==> src/rtl/frame_write_sequencer.sv <==
// Frame write sequencer: grants draw sources one at a time, in ascending index order, and forwards their pixels to a registered framebuffer write port.
// Optional per-slot watchdog with a timeout output port: enabled by defining FRAME_WRITE_TIMEOUT_EN.
module frame_write_sequencer #(
  parameter int NUM_SOURCES    = 4,
  parameter int COLOR_DEPTH    = 9,
  parameter int COORD_W        = 10,
  parameter int TIMEOUT_CYCLES = 65535
) (
  input  logic                               clk,
  input  logic                               reset,
  input  logic                               frame,
  input  logic [NUM_SOURCES-1:0]             src_enable,
  input  logic [NUM_SOURCES-1:0]             src_valid,
  input  logic [NUM_SOURCES-1:0]             src_done,
  input  logic [NUM_SOURCES-1:0]             src_transparent,
  input  logic [NUM_SOURCES*COORD_W-1:0]     src_x,
  input  logic [NUM_SOURCES*COORD_W-1:0]     src_y,
  input  logic [NUM_SOURCES*COLOR_DEPTH-1:0] src_color,
  output logic [NUM_SOURCES-1:0]             src_ready,
  output logic [$clog2(NUM_SOURCES)-1:0]     sel,
  output logic                               wr_en,
  output logic [COORD_W-1:0]                 wr_x,
  output logic [COORD_W-1:0]                 wr_y,
  output logic [COLOR_DEPTH-1:0]             wr_color,
  output logic                               busy,
`ifdef FRAME_WRITE_TIMEOUT_EN
  output logic                               timeout,
`endif
  output logic                               overrun
);

  localparam int SEL_W = $clog2(NUM_SOURCES);
  localparam logic [SEL_W-1:0] LAST_SEL = SEL_W'(NUM_SOURCES - 1);

  typedef enum logic [1:0] {IDLE, SELECT, RUN} state_t;

  state_t           state, state_next;
  logic [SEL_W-1:0] sel_next;
  logic             overrun_next;
  logic             slot_end;
  logic             xfer;
  logic             opaque_xfer;

`ifdef FRAME_WRITE_TIMEOUT_EN
  localparam int CNT_W = (TIMEOUT_CYCLES > 1) ? $clog2(TIMEOUT_CYCLES) : 1;
  logic [CNT_W-1:0] run_cnt;
  logic             timeout_hit;
  logic             timeout_next;

  assign timeout_hit = (run_cnt == CNT_W'(TIMEOUT_CYCLES - 1));

  // Counter is zero in every cycle that is not RUN, so it is clear on RUN entry.
  always_ff @(posedge clk or posedge reset) begin
    if (reset) begin
      run_cnt <= '0;
      timeout <= 1'b0;
    end else begin
      run_cnt <= (state == RUN) ? run_cnt + CNT_W'(1) : '0;
      timeout <= timeout_next;
    end
  end
`endif

  // NOTE: every output of this block gets a default first, so no path leaves a value unassigned and no latch is inferred.
  always_comb begin
    state_next   = state;
    sel_next     = sel;
    overrun_next = 1'b0;
    slot_end     = 1'b0;
`ifdef FRAME_WRITE_TIMEOUT_EN
    timeout_next = 1'b0;
`endif
    case (state)
      IDLE: begin
        if (frame) begin
          state_next = SELECT;
          sel_next   = '0;
        end
      end
      SELECT: begin
        if (frame) begin
          overrun_next = 1'b1;
          sel_next     = '0;
        end else if (src_enable[sel]) begin
          state_next = RUN;
        end else begin
          slot_end = 1'b1;
        end
      end
      RUN: begin
        if (frame) begin
          overrun_next = 1'b1;
          state_next   = SELECT;
          sel_next     = '0;
        end else if (src_done[sel]) begin
          slot_end = 1'b1;
`ifdef FRAME_WRITE_TIMEOUT_EN
        end else if (timeout_hit) begin
          slot_end     = 1'b1;
          timeout_next = 1'b1;
`endif
        end
      end
      default: state_next = IDLE;
    endcase
    // Ending a slot (done, skip or watchdog) moves to the next index or finishes the pass.
    if (slot_end) begin
      if (sel == LAST_SEL) begin
        state_next = IDLE;
        sel_next   = '0;
      end else begin
        state_next = SELECT;
        sel_next   = sel + SEL_W'(1);
      end
    end
  end

  // NOTE: sequential state uses non-blocking assignments so every register samples pre-edge values.
  always_ff @(posedge clk or posedge reset) begin
    if (reset) begin
      state   <= IDLE;
      sel     <= '0;
      overrun <= 1'b0;
    end else begin
      state   <= state_next;
      sel     <= sel_next;
      overrun <= overrun_next;
    end
  end

  always_comb begin
    src_ready = '0;
    if (state == RUN) src_ready[sel] = 1'b1;
  end

  assign busy        = (state != IDLE);
  assign xfer        = (state == RUN) && src_valid[sel];
  assign opaque_xfer = xfer && !src_transparent[sel];

  // Write port: one registered stage; data holds its last value between writes.
  always_ff @(posedge clk or posedge reset) begin
    if (reset) begin
      wr_en    <= 1'b0;
      wr_x     <= '0;
      wr_y     <= '0;
      wr_color <= '0;
    end else begin
      wr_en <= opaque_xfer;
      if (opaque_xfer) begin
        wr_x     <= src_x[int'(sel)*COORD_W +: COORD_W];
        wr_y     <= src_y[int'(sel)*COORD_W +: COORD_W];
        wr_color <= src_color[int'(sel)*COLOR_DEPTH +: COLOR_DEPTH];
      end
    end
  end

endmodule

==> config.mk <==
export PLATFORM = sky130hd
export DESIGN_NAME = frame_write_sequencer
export DESIGN_NICKNAME = d
export VERILOG_FILES = /design/src/rtl/frame_write_sequencer.sv
export SDC_FILE = /design/constraint.sdc
export NUM_CORES = 1
export LEC_CHECK = 0
export ABC_CLOCK_PERIOD_IN_PS = 3400
export BUFFER_PORTS_ARGS = -buffer_cell sky130_fd_sc_hd__buf_4
export CORE_AREA = 2 2 76 78
export DETAILED_ROUTE_END_ITERATION = 12
export DIE_AREA = 0 0 78 80
export PLACE_DENSITY = 0.86
export SYNTH_ARGS = -nofsm -noshare
export SYNTH_HDL_FRONTEND = slang
export SYNTH_SLANG_ARGS = --single-unit
==> constraint.sdc <==
create_clock -name clk -period 3.4 [get_ports clk]
set_input_delay 0.17 -clock clk [delete_from_list [all_inputs] [get_ports clk]]
set_output_delay 0.17 -clock clk [all_outputs]
set_load 0.01 [all_outputs]
==> impl_results.md <==
- Worst r2r src: sel[0]$_DFFE_PP0P_
- Setup Skew: 0.00543 ns
- Clock Path Buffers: 2
- Cell Area, Synth: 2320 µm²
- Worst vdd ir: 0.402 mV
- Clock network power share: 13.7%
- Tmin final: 2.34 ns
- # IOs: 173
- Total Wirelength: 6.71 mm
- CP Max Fanout: 25
- Finished Core Util: a little over two thirds
- Combinational power share: 53.3%
- Fmax: 0.428 GHz
- Worst-Margin Slew: 0.768 ns
- Crit-path slowest cell: dfrtp_2
- Crit path max-delay family: flip-flops
- Final Max Slew Viols: 0
- Switching portion of total power: 33.7%
- Crit Reg-Reg Endpoint: wr_y[9]$_DFFE_PP0P_
- Die area: 6240 µm²
- Die height: 80 µm
- Internal: 1590 µW
- Setup violators final: 0
- Leakage: 0.00181 µW
- Post-synth EDFFs: 0
- Hold Buf Count CTS: 0
- Worst setup path category: reg -> out
- Register bit total from synthesis: 35
- Syn Nets: 299
- Final Hold Viols: 3
- First-pass GRT wire length: 10.4 mm
- Post-route ant nets: 0
- GP Congestion: approximately 0.83
- Cell mode on critical path: buf_4
- Setup TNS: 0 ns
- Vias per cell: between 5 and 6
- Top-count cell post-synth: dfrtp_1
- Pwr dens: 634 nW/µm²
- Flop-to-flop setup slack: 1.21 ns
- Part of the cycle the worst path needs: 68.7%
- Ys async rst share: 100%
- Crit path DAT: 2.17 ns
- Worst Path Buf+Inv: 3
- Gr usage total: 21.9%
- Vias in the first global route: 2169
- Fraction of layout cells with a size suffix above 1: 71.1%
- Area leader, netlist: dfrtp_1
- Cells after Synth: 155
- Net Switching: 808 µW
- Crit-path max cell delay: 0.82 ns
- Syn Area/Cell: between 10 and 15 µm²
- R2R depth: 3
- Dominant synthesized flop cell: dfrtp_1
- Layout area overhead: 63.0%
- # diodes: 0
- Status: complete, but fails checks
- Worst setup SP type: register
- Hpwl dp: 5.53 mm
- Starting DRC count in detailed routing: 73
- CTS tree: built
- Filler cell count: 428
- Core Box Area: 5410 µm²
- Hold Path Class: in -> async
- Slew Limit Headroom: 48.8%
- Crit-path cells: buf_4, inv_1, ha_1, and2_1, buf_4
- IO buf count: 172
- Hold slack: -0.00358 ns
- # rows: 27
- Setup bufs post-CTS: 0
- Worst-Skew Late Latency: approximately 0.27 ns
- Worst Path Required: 3.23 ns
- Top cells by count, synth: 35 x dfrtp_1, 31 x mux4_2, 15 x mux2_1
- Antenna violations before repair: 0
- Die Wd: approximately 78 µm
- Max-cap violations: 0
- Post-CTS Resized: 0
- YS warnings: 0
- GRT overflow: 0
- Post-synthesis sequential area ratio: between 30% and 40%
- Yosys top cell area share: roughly 38%
- Pwr Total: between 2000 and 2500 µW
- RSZ-0062 raised after global routing: false
- Clock Sinks: 35
- TritonRoute pass-1 iters: 4
- Effective utilization at floorplan: 43.0%
- H-Tree Depth: 2
- Synth top area cells: dfrtp_1 38%, mux4_2 30%, mux2_1 7.3%
- Sequential share of power: 33.0%
- Largest net degree at the start of global routing: 36
- Clock slew at reported path FFs: roughly 0.07 ns
- WL/cell: 16.7 µm
- Synth unique cells: 27
- Nature of the critical path endpoint: primary output
- Clock Root Buffer: clkbuf_8
- DRC viols: 0
- TritonCTS buffer count: 5
- Final net count: 472
- Vias post-DR: about 2100
- Failing checks: hold timing
==> cells by family after synthesis <==
kind of cell / count (synthesis) / synth area share [%]
and+or+nand+nor: 18 / 4.20
muxes: 62 / 45.0
DFF: 35 / 37.7
AOI/OAI and AO/OA: 10 / 4.20
buffers and inverters: 21 / 4.04
adders and majority gates: 9 / 4.85
==> power groups by stage <==
stage	clock [µW]	sequential, µW	combinational [µW]
floorplan	0	813	726
global placement	0	794	1260
detailed placement	0	808	1290
CTS	339	800	1300
global route	356	835	1380
finish	329	791	1280
==> sequential cells by signal, summed over array words and instances (netlist names) <==
name / flops
sel: 2
wr_x: 10
wr_color: 9
wr_y: 10
state: 2
wr_en: 1
overrun: 1
==> metal layers <==
layer / global-route usage (%) / vias up / wire length, µm
met4: 5.96 / 0 / 45
met5: 0 / - / 0
met1: 25.9 / 1003 / 2570
met3: 5.88 / 6 / 494
met2: 39.4 / 95 / 3600
li1: - / 951 / -
==> per-stage QoR <==
step	instances	worst slack (ns)	area, µm²
floorplan	155	1.56	2320
finish	401	1.06	3790
CTS	401	0.961	3790
global route	401	0.806	3790
global placement	393	1.19	3690
detailed placement	393	1.12	3690
==> cell usage in the layout, fill, tap and decap left out, drive strengths merged <==
cell,Yosys,routed
buf,8,177
dfrtp,35,35
mux4,31,31
mux2,29,29
inv,10,10
ha,9,9
clkbuf,3,8
and2,6,6
nand2,4,4
o32ai,2,2
nor2,2,2
nand4,2,2
o311ai,2,2
a21oi,2,2
mux2i,2,2
nand2b,1,1
o221ai,1,1
o211ai,1,1
o2bb2ai,1,1
nor2b,1,1
nand3,1,1
nor3,1,1
o22ai,1,1
==> worst max-delay path by stage <==
stage                             from  slack [ns]  cells past startpoint                 endpoint
finish              sel[0]$_DFFE_PP0P_        1.06                      5             src_ready[2]
global route        sel[0]$_DFFE_PP0P_        0.81                      5             src_ready[0]
floorplan           sel[0]$_DFFE_PP0P_        1.56                      4  wr_color[7]$_DFFE_PP0P_
detailed placement  sel[0]$_DFFE_PP0P_        1.12                      3      wr_y[9]$_DFFE_PP0P_
global placement    sel[0]$_DFFE_PP0P_        1.19                      3      wr_y[9]$_DFFE_PP0P_
CTS                 sel[0]$_DFFE_PP0P_        0.96                      5             src_ready[0]
==> area by class of cell <==
cell class	instances	area [µm²]	share of cell area, %
Tap cell	72	90.1	2.38
Multi-Input combinational cell	99	1350	35.7
Timing Repair Buffer	177	1330	35.1
Inverter	10	37.5	0.991
Sequential cell	35	877	23.2
Clock buffer	8	100	2.64
==> worst reg2reg max path: stages (launching register included) <==
cell     delay [ns]
dfrtp_2        0.82
buf_4          0.43
mux4_2         0.54
mux2_1         0.29
Note: power is estimated with default switching activity, not from simulation.
